`src/rtl/piso_pkg.sv`:
```
// Shared types and constants for the piso_stream serialiser.
package piso_pkg;

    typedef enum logic {
        IDLE  = 1'b0,
        SHIFT = 1'b1
    } piso_state_e;

    localparam logic DIR_MSB_FIRST = 1'b0;
    localparam logic DIR_LSB_FIRST = 1'b1;

endpackage

```
`src/rtl/piso_stream_if.sv`:
```
// Parallel-word handshake and serial-side signals of piso_stream.
interface piso_stream_if #(
    parameter int unsigned WIDTH = 8
) ();

    logic [WIDTH-1:0] pin;
    logic             pin_valid;
    logic             pin_ready;
    logic             lsb_first;
    logic             shift_en;
    logic [WIDTH-1:0] q;
    logic             sout;
    logic             sout_valid;
    logic             last;
    logic             busy;

    modport master (
        output pin, pin_valid, lsb_first, shift_en,
        input  pin_ready, q, sout, sout_valid, last, busy
    );

    modport slave (
        input  pin, pin_valid, lsb_first, shift_en,
        output pin_ready, q, sout, sout_valid, last, busy
    );

endinterface

```
`src/rtl/piso_bit_cnt.sv`:
```
// Frame bit counter: clears on a new word or frame end, saturates at WIDTH-1.
module piso_bit_cnt #(
    parameter  int unsigned WIDTH = 8,
    localparam int unsigned CNT_W = $clog2(WIDTH)
) (
    input  logic             clk_i,
    input  logic             rst_ni,
    input  logic             clr_i,
    input  logic             en_i,
    output logic [CNT_W-1:0] cnt_o,
    output logic             tc_o
);

    logic [CNT_W-1:0] cnt_d, cnt_q;

    assign tc_o  = (cnt_q == CNT_W'(WIDTH - 1));
    assign cnt_o = cnt_q;

    // Saturate rather than wrap so the count can never run past the frame.
    always_comb begin
        cnt_d = cnt_q;
        if (clr_i) begin
            cnt_d = '0;
        end else if (en_i && !tc_o) begin
            cnt_d = cnt_q + CNT_W'(1);
        end
    end

    always_ff @(posedge clk_i or negedge rst_ni) begin
        if (!rst_ni) begin
            cnt_q <= '0;
        end else begin
            cnt_q <= cnt_d;
        end
    end

endmodule

```
`src/rtl/piso_stream.sv`:
```
// Parallel-in/serial-out shifter with per-word bit order, stall and
// gap-free reload on the final bit of a frame.
module piso_stream
    import piso_pkg::*;
#(
    parameter  int unsigned WIDTH = 8,
    parameter  logic        FILL  = 1'b0,
    localparam int unsigned CNT_W = $clog2(WIDTH)
) (
    input  logic          clk,
    input  logic          rst,
    piso_stream_if.slave  bus
);

    if (WIDTH < 2) begin : g_width_check
        $error("piso_stream: WIDTH must be at least 2");
    end

    piso_state_e      st_d, st_q;
    logic [WIDTH-1:0] q_d, q_q;
    logic             dir_d, dir_q;

    logic             in_shift;
    logic             tc;
    logic             last;
    logic             accept;
    logic             cnt_clr;
    logic             cnt_en;
    logic [CNT_W-1:0] cnt;

    assign in_shift = (st_q == SHIFT);
    assign last     = in_shift && tc;
    assign accept   = bus.pin_valid && bus.pin_ready;
    assign cnt_clr  = accept || (last && bus.shift_en);
    assign cnt_en   = in_shift && bus.shift_en;

    assign bus.pin_ready  = rst && (!in_shift || (last && bus.shift_en));
    assign bus.sout       = (dir_q == DIR_MSB_FIRST) ? q_q[WIDTH-1] : q_q[0];
    assign bus.sout_valid = in_shift;
    assign bus.busy       = in_shift;
    assign bus.last       = last;
    assign bus.q          = q_q;

    piso_bit_cnt #(
        .WIDTH (WIDTH)
    ) u_bit_cnt (
        .clk_i  (clk),
        .rst_ni (rst),
        .clr_i  (cnt_clr),
        .en_i   (cnt_en),
        .cnt_o  (cnt),
        .tc_o   (tc)
    );

    // A new word wins over the shift on the last bit, keeping the stream contiguous.
    always_comb begin
        st_d  = st_q;
        q_d   = q_q;
        dir_d = dir_q;
        if (accept) begin
            q_d   = bus.pin;
            dir_d = bus.lsb_first;
            st_d  = SHIFT;
        end else if (in_shift && bus.shift_en) begin
            if (dir_q == DIR_LSB_FIRST) begin
                q_d = {FILL, q_q[WIDTH-1:1]};
            end else begin
                q_d = {q_q[WIDTH-2:0], FILL};
            end
            if (tc) begin
                st_d = IDLE;
            end
        end
    end

    always_ff @(posedge clk or negedge rst) begin
        if (!rst) begin
            st_q  <= IDLE;
            q_q   <= '0;
            dir_q <= DIR_MSB_FIRST;
        end else begin
            st_q  <= st_d;
            q_q   <= q_d;
            dir_q <= dir_d;
        end
    end

    a_cnt_in_range: assert property (@(posedge clk) disable iff (!rst)
        cnt <= CNT_W'(WIDTH - 1));

    a_idle_cnt_zero: assert property (@(posedge clk) disable iff (!rst)
        (st_q == IDLE) |-> (cnt == '0));

    a_stall_holds: assert property (@(posedge clk) disable iff (!rst)
        (in_shift && !bus.shift_en) |=> (q_q == $past(q_q) && st_q == SHIFT));

endmodule

```
`src/flat_wrapper.sv`:
```
// flat-port wrapper written by rule: the top's interface ports become plain ports
module piso_stream_flat import piso_pkg::*;
#(
    parameter  int unsigned WIDTH = 8,
    parameter  logic        FILL  = 1'b0,
    localparam int unsigned CNT_W = $clog2(WIDTH)
)
  (clk, rst, bus_pin, bus_pin_valid, bus_lsb_first, bus_shift_en, bus_pin_ready, bus_q, bus_sout, bus_sout_valid, bus_last, bus_busy);
  piso_stream_if #(.WIDTH(WIDTH)) bus_i ();
  input  logic clk;
  input  logic rst;
  input wire logic [$bits(bus_i.pin)-1:0] bus_pin;
  input wire logic [$bits(bus_i.pin_valid)-1:0] bus_pin_valid;
  input wire logic [$bits(bus_i.lsb_first)-1:0] bus_lsb_first;
  input wire logic [$bits(bus_i.shift_en)-1:0] bus_shift_en;
  output wire logic [$bits(bus_i.pin_ready)-1:0] bus_pin_ready;
  output wire logic [$bits(bus_i.q)-1:0] bus_q;
  output wire logic [$bits(bus_i.sout)-1:0] bus_sout;
  output wire logic [$bits(bus_i.sout_valid)-1:0] bus_sout_valid;
  output wire logic [$bits(bus_i.last)-1:0] bus_last;
  output wire logic [$bits(bus_i.busy)-1:0] bus_busy;
  assign bus_i.pin = bus_pin;
  assign bus_i.pin_valid = bus_pin_valid;
  assign bus_i.lsb_first = bus_lsb_first;
  assign bus_i.shift_en = bus_shift_en;
  assign bus_pin_ready = bus_i.pin_ready;
  assign bus_q = bus_i.q;
  assign bus_sout = bus_i.sout;
  assign bus_sout_valid = bus_i.sout_valid;
  assign bus_last = bus_i.last;
  assign bus_busy = bus_i.busy;
  piso_stream #(.WIDTH(WIDTH), .FILL(FILL)) u_core (.clk(clk), .rst(rst), .bus(bus_i));
endmodule
```
`config.mk`:
```
export PLATFORM = sky130hd
export DESIGN_NAME = piso_stream_flat
export DESIGN_NICKNAME = d
export VERILOG_FILES = /design/src/rtl/piso_pkg.sv /design/src/rtl/piso_stream_if.sv /design/src/rtl/piso_bit_cnt.sv /design/src/rtl/piso_stream.sv /design/src/flat_wrapper.sv
export SDC_FILE = /design/constraint.sdc
export NUM_CORES = 1
export LEC_CHECK = 0
export ABC_CLOCK_PERIOD_IN_PS = 2100
export BUFFER_PORTS_ARGS = -buffer_cell sky130_fd_sc_hd__buf_2
export CORE_MARGIN = 4
export CORE_UTILIZATION = 49
export DETAILED_ROUTE_END_ITERATION = 6
export GPL_TIMING_DRIVEN = 0
export HOLD_SLACK_MARGIN = 0.1
export PLACE_DENSITY = 0.77
export RECOVER_POWER = 100
export REMOVE_ABC_BUFFERS = 1
export SLEW_MARGIN = 20
export SYNTH_ARGS = -nofsm -noshare
export SYNTH_HDL_FRONTEND = slang
export SYNTH_HIERARCHICAL = 1
export SYNTH_SLANG_ARGS = --single-unit
```
`constraint.sdc`:
```
create_clock -name clk -period 2.1 [get_ports clk]
set_input_delay 0.42 -clock clk [delete_from_list [all_inputs] [get_ports clk]]
set_output_delay 0.42 -clock clk [all_outputs]
set_load 0.01 [all_outputs]
```
## Word level (Yosys, flattened, before mapping)

Cells that the tools add are included.
Widths: inputs -> output; s select.

- Register bits: 13
- Output and inout port bits: 13
- Word-level logic and storage cells: 29

- Add/sub/neg operators: 1
- Eq/ne operators: 1
- Mux-type cells: 9
- Reductions and logical operators: 14

Operator list:

| operator | number |
|---|---|
| $mux 8 | 3 |
| $logic_and 1x1->1 | 6 |
| $mux 3 | 2 |
| $reduce_bool 2->1 | 3 |
| $mux 1 | 4 |
| $add 3x1->3 const B | 1 |
| $eq 3x3->1 const B | 1 |
| $logic_not 1->1 | 2 |
| $logic_or 1x1->1 | 2 |
| $reduce_and 2->1 | 1 |

## Depth between registers and ports, before layout

- Word-level depth: 8
- Mapped depth: 8

## Hierarchy

Netlist, hierarchy kept.

By module, submodules not included:

| module | instances | cells each | area an instance (µm²) |
|---|---|---|---|
| piso_stream | 1 | 59 | 651.9 |
| piso_bit_cnt | 1 | 15 | 183.9 |

## Worst setup path before layout

Ideal clock, no wire load.

- Path type: reg-to-reg
- From: reg u_core.u_bit_cnt.cnt_q[0] (netlist: u_core/u_bit_cnt/cnt_o[0])
- To: reg u_core.u_bit_cnt.cnt_q[1] (netlist: u_core/u_bit_cnt/cnt_o[1])
- Setup time: 76 ps
- Arrival time: 1,618 ps
- Required time: 2,024 ps
- Setup slack: 406 ps
- Cell stages (with the launch flop): 9
- Path buffers: 1
- Clock period less this slack: 1,694 ps
- Cells stage by stage: dfrtp_1 > ha_1 > ha_1 > a21bo_4 > nand3_2 > buf_6 > nand2_1 > nand2b_1 > o21ai_1

- Longest elaborated chain between the ends: 8

Ends and longest elaborated chain:

| what | line | text |
|---|---|---|
| from (decl) | piso_bit_cnt.sv:14 | `logic [CNT_W-1:0] cnt_d, cnt_q;` |
| from (signal assigned) | piso_bit_cnt.sv:33 | `cnt_q <= cnt_d;` |
| $eq 3x3->1 (*) | piso_bit_cnt.sv:16 | `assign tc_o = (cnt_q == CNT_W'(WIDTH - 1));` |
| named net u_core.tc | piso_stream.sv:24 | `logic tc;` |
| $logic_and 1x1->1 (*) | piso_stream.sv:32 | `assign last = in_shift && tc;` |
| $logic_and 1x1->1 (*) | piso_stream.sv:34, piso_stream.sv:37 |  |
| $logic_or 1x1->1 | piso_stream.sv:37 | `assign bus.pin_ready = rst && (!in_shift \|\| (last && bus.shift_en));` |
| $logic_and 1x1->1 | piso_stream.sv:37 |  |
| $logic_and 1x1->1 | piso_stream.sv:33 | `assign accept = bus.pin_valid && bus.pin_ready;` |
| $logic_or 1x1->1 (*) | piso_stream.sv:34 | `assign cnt_clr = accept \|\| (last && bus.shift_en);` |
| named net u_core.cnt_clr | piso_stream.sv:27 | `logic cnt_clr;` |
| $mux 3 or $reduce_bool 2->1 (tied branches) | -- |  |

Mark *: on every way through the listed nets, which the timed path passes. The rest lies on a longest branch. The select of a mux whose other input is x is not followed.
A chain may end at the register's enable or synchronous reset.

## Worst setup path after layout

- From: reg u_core.u_bit_cnt.cnt_q[0] (netlist: u_core/u_bit_cnt/cnt_o[0])
- To: out bus_pin_ready

- Longest elaborated chain between the ends: 5

Ends and longest elaborated chain:

| what | line | text |
|---|---|---|
| $eq 3x3->1 | piso_bit_cnt.sv:16 |  |
| named net u_core.tc | piso_stream.sv:24 |  |
| $logic_and 1x1->1 | piso_stream.sv:32 |  |
| $logic_and 1x1->1 | piso_stream.sv:37 |  |
| $logic_or 1x1->1 | piso_stream.sv:37 |  |
| $logic_and 1x1->1 | piso_stream.sv:37 |  |
| to (decl) | flat_wrapper.sv:16 | `output wire logic [$bits(bus_i.pin_ready)-1:0] bus_pin_ready;` |

The timed path passes the listed nets, and every way through them passes these cells.

==> results by stage <==
Worst hold path:
- For hold timing, the worst endpoint is u_core/dir_q$_DFFE_PN0P_.
- The start point of the worst min-delay path is bus_lsb_first.
- The tightest min-delay check is of the input port to flip-flop type.
- The hold-critical path depth is 2.

CTS:
- The buffer cell driving the clock tree root is sky130_fd_sc_hd__clkbuf_4.
- The clock latency on the worst-skew pair is 0.27 ns.
- The buffer depth of the longest clock path is 2.
- Counting the buffers created by CTS gives 3.
- The clock net sink count is 13.
- The H-tree level count is 1.
- After clock tree synthesis, the clock-pin slew on the worst setup and hold paths is 0.07 ns.
- The CTS tree is built.

Die:
- The floorplan has 14 rows.
- For this configuration, the core starts out at a cell density of 0.536.
- The number of top-level pins is 26.
- In this run the standard cell core region covers 1560 sq um.
- The floorplan step defined a die boundary enclosing 2430 sq um.
- The die outline height is 49.3 um.
- The die is 49.3 um wide.

STA:
- Setup violations remaining at the end of the flow were counted as 0.
- The hold violation count in the final report is 0.
- The transition time of the tightest slew-check pin is 0.607 ns.
- The highest clock frequency the design can meet is 0.498 GHz.
- The minimum hold slack is 0.357 ns.
- Setup repair after global routing left no endpoint under its margin.
- Measured against its own limit, the worst slew margin works out to 0.594.
- The worst-case clock skew is 0.00216 ns.
- The share of the clock period used by the worst path is 0.956.
- The number of slew-limit violations in the final report is 0.
- The smallest clock period supported by the final layout is computed as 2.01 ns.
- After routing, the total negative slack on setup checks comes to 0 ns.

Cells and area:
- The layout-stage area growth over the synthesis result is 11.4%.
- In the layout the commonest cells are sky130_fd_sc_hd__clkbuf_1 (13), sky130_fd_sc_hd__dfrtp_1 (13), sky130_fd_sc_hd__buf_2 (12), sky130_fd_sc_hd__a21oi_1 (12), sky130_fd_sc_hd__mux2_1 (8).
- In the final layout, the share of cells above drive strength 1 is 0.255.
- The number of filler cells placed in the layout is 150.
- Excluding fillers, the count of instances in the completed layout stands at 114.
- The number of nets in the finished design is 114.
- The number of antenna diodes in the final layout is 0.
- The total non-filler cell area in the finished layout is 931 sq um.

Setup path:
- STA classifies the critical path startpoint as a flip-flop.
- The endpoint identified for the worst register-to-register timing path is u_core/u_bit_cnt/cnt_o[0]$_DFFE_PN0P_.
- The worst setup path is captured at an output pin.
- The number of cells on the worst reg-to-reg path is 7.
- STA puts the critical path data required time at 1.68 ns.
- The arrival time of data at the critical path endpoint is 1.59 ns.
- Across all register-to-register paths, the minimum setup slack is 0.22 ns.
- The start of the worst register-to-register path is u_core/u_bit_cnt/cnt_o[0]$_DFFE_PN0P_.
- The maximum fanout count along the critical path is 6.
- The category of the most critical setup path is flip-flop to output pin.

Placement:
- Summed over all nets, the half-perimeter wirelength after detailed placement is 1250 um.
- The port buffer count is 25.
- The post-placement cell area is 931 sq um.
- The congestion estimate from routability-driven global placement came to 0.668.
- Once placement completed, the tool counted placed cells totaling 109.

Pwr:
- The fraction of power consumed by sequential logic is 0.417.
- The net switching power of the design is 504 uW.
- The internal power of the cells totals 732 uW.
- The sum of internal, switching and leakage power is 1240 uW.
- The power density over the cells is 1330 nW/um^2.
- The power share of the clock group is 0.123.
- The total leakage power is 0.000408 uW.
- VDD sags by at most 0.000715 V.
- Of the total power, the share spent switching nets is 0.408.
- The combinational cell fraction of total power is 0.461.

Route:
- After detailed routing, the average wire length per cell comes to 15.4 um.
- The detail-routed via count per cell is 5.60.
- The residual DRC count is 0.
- The routed layout has 638 vias.
- The remaining antenna violation count is 0.
- The first routing iteration left 10 violations.
- The number of iterations in the first detailed-routing pass is 4.
- The total routed wirelength is 1760 um.

Yosys:
- The number of instances in the synthesized netlist is 74.
- The count of synthesis-stage warnings from yosys is 6.
- The sequential fraction of the synthesis area is 0.389.
- The average instance in the mapped netlist occupies 11.3 sq um.
- The count of different cell masters after synthesis is 24.
- The total of flip-flops plus latches after synthesis is 13.
- The post-synthesis cell area is 836 sq um.

Global route:
- The first global-routing pass estimated 2860 um of wire.
- Entering global routing, the biggest net connects 14 pins.
- The number of antenna violations at the first check in global routing is 0.
- Across every metal layer, demand over resource in global routing totals 0.156.
- The number of global-route vias before repair came to 641.
- The remaining global-route overflow is 0.

Flow run:
- Max-cap violations in this run came to 0.

Outcome:
- The flow ran to the end, and the final reports show no timing, DRC or antenna violations.
==> Yosys cell counts <==
library cell / count / area [sq um]
sky130_fd_sc_hd__dfrtp_1: 13 / 325
sky130_fd_sc_hd__a21oi_1: 12 / 60.1
sky130_fd_sc_hd__mux2_4: 9 / 135
sky130_fd_sc_hd__mux2i_1: 6 / 60.1
sky130_fd_sc_hd__nand2_1: 4 / 15.0
sky130_fd_sc_hd__buf_4: 3 / 22.5
sky130_fd_sc_hd__o21ai_0: 3 / 15.0
sky130_fd_sc_hd__and2_2: 2 / 15.0
sky130_fd_sc_hd__buf_6: 2 / 22.5
sky130_fd_sc_hd__ha_1: 2 / 25.0
sky130_fd_sc_hd__inv_1: 2 / 7.51
sky130_fd_sc_hd__nand2b_1: 2 / 12.5
sky130_fd_sc_hd__nand4bb_1: 2 / 22.5
sky130_fd_sc_hd__o21ai_1: 2 / 10.0
sky130_fd_sc_hd__a21bo_4: 1 / 16.3
sky130_fd_sc_hd__and2_1: 1 / 6.26
sky130_fd_sc_hd__buf_2: 1 / 5.00
sky130_fd_sc_hd__mux2_2: 1 / 11.3
sky130_fd_sc_hd__nand3_2: 1 / 10.0
sky130_fd_sc_hd__nand4_1: 1 / 6.26
sky130_fd_sc_hd__nand4b_1: 1 / 8.76
sky130_fd_sc_hd__nor2_1: 1 / 3.75
sky130_fd_sc_hd__nor2b_1: 1 / 6.26
sky130_fd_sc_hd__nor2b_4: 1 / 13.8
==> power groups by stage <==
stage	clock, uW	sequential, uW	combinational [uW]
global placement	0	507	628
finish	151	515	569
floorplan	0	524	436
detailed placement	0	512	660
CTS	160	509	664
global route	182	536	636
==> through the flow <==
step | utilization | setup slack, ns
after floorplan | - | 0.318
after global placement | 0.597 | 0.116
after detailed placement | 0.597 | 0.0534
after CTS | 0.622 | 0.0128
after global routing | 0.597 | 0.0289
final | 0.597 | 0.0933
==> sequential cells by signal, summed over array words and instances (netlist names) <==
| name | count |
|---|---|
| u_core/dir_q | 1 |
| u_core/bus.busy | 1 |
| u_core/bus.q | 8 |
| u_core/u_bit_cnt/cnt_o | 3 |
==> worst max path at each step <==
| stage | start | cells past startpoint | end |
|---|---|---|---|
| 3_5_place_dp | u_core/u_bit_cnt/cnt_o[0]$_DFFE_PN0P_ | 7 | u_core/u_bit_cnt/cnt_o[0]$_DFFE_PN0P_ |
| 6_report | u_core/u_bit_cnt/cnt_o[0]$_DFFE_PN0P_ | 5 | bus_pin_ready |
| 3_3_place_gp | u_core/u_bit_cnt/cnt_o[0]$_DFFE_PN0P_ | 7 | u_core/u_bit_cnt/cnt_o[0]$_DFFE_PN0P_ |
| 5_1_grt | u_core/u_bit_cnt/cnt_o[0]$_DFFE_PN0P_ | 5 | bus_pin_ready |
| 4_1_cts | u_core/u_bit_cnt/cnt_o[0]$_DFFE_PN0P_ | 5 | bus_pin_ready |
| 2_1_floorplan | u_core/u_bit_cnt/cnt_o[0]$_DFFE_PN0P_ | 7 | u_core/u_bit_cnt/cnt_o[0]$_DFFE_PN0P_ |
==> per-layer routing <==
layer  part of all wire  up-vias  global-route usage
li1                   -      311                   -
met1               0.44      301               0.173
met2               0.47       22               0.263
met3              0.078        4              0.0765
met4             0.0097        0              0.0379
met5                  0        -                   0
==> cell families after synthesis <==
| logic type | count (synthesis) | synth area share |
|---|---|---|
| adder cells (fa/ha/maj) | 2 | 0.0299 |
| flip-flops | 13 | 0.389 |
| buffers and inverters | 8 | 0.0689 |
| multiplexers | 16 | 0.247 |
| AO/OA/AOI/OAI | 18 | 0.121 |
| AND/OR/NAND/NOR | 17 | 0.144 |
==> final cells by class <==
cell class / count / area (sq um) / share of cell area
inverters: 2 / 7.51 / 0.00806
multi-input cells: 53 / 432 / 0.464
well taps: 16 / 20.0 / 0.0215
clock buffers: 4 / 26.3 / 0.0282
flip-flops and latches: 13 / 325 / 0.349
repair buffers: 26 / 120 / 0.129
==> critical path, stage by stage, from the launching register on <==
cell                       delay, ns
sky130_fd_sc_hd__dfrtp_1        0.41
sky130_fd_sc_hd__ha_2           0.21
sky130_fd_sc_hd__ha_4           0.18
sky130_fd_sc_hd__a21bo_2        0.21
sky130_fd_sc_hd__and2_2         0.19
sky130_fd_sc_hd__clkbuf_2       0.12
==> what timing repair did <==
action	4_1_cts	5_1_grt
buffers inserted	0	0
hold buffers	1	0
hold endpoints to repair	13	0
endpoints found under the setup margin	1	2
cloned	0	0
resized for setup	1	3
(Power assumes the default switching activity.)
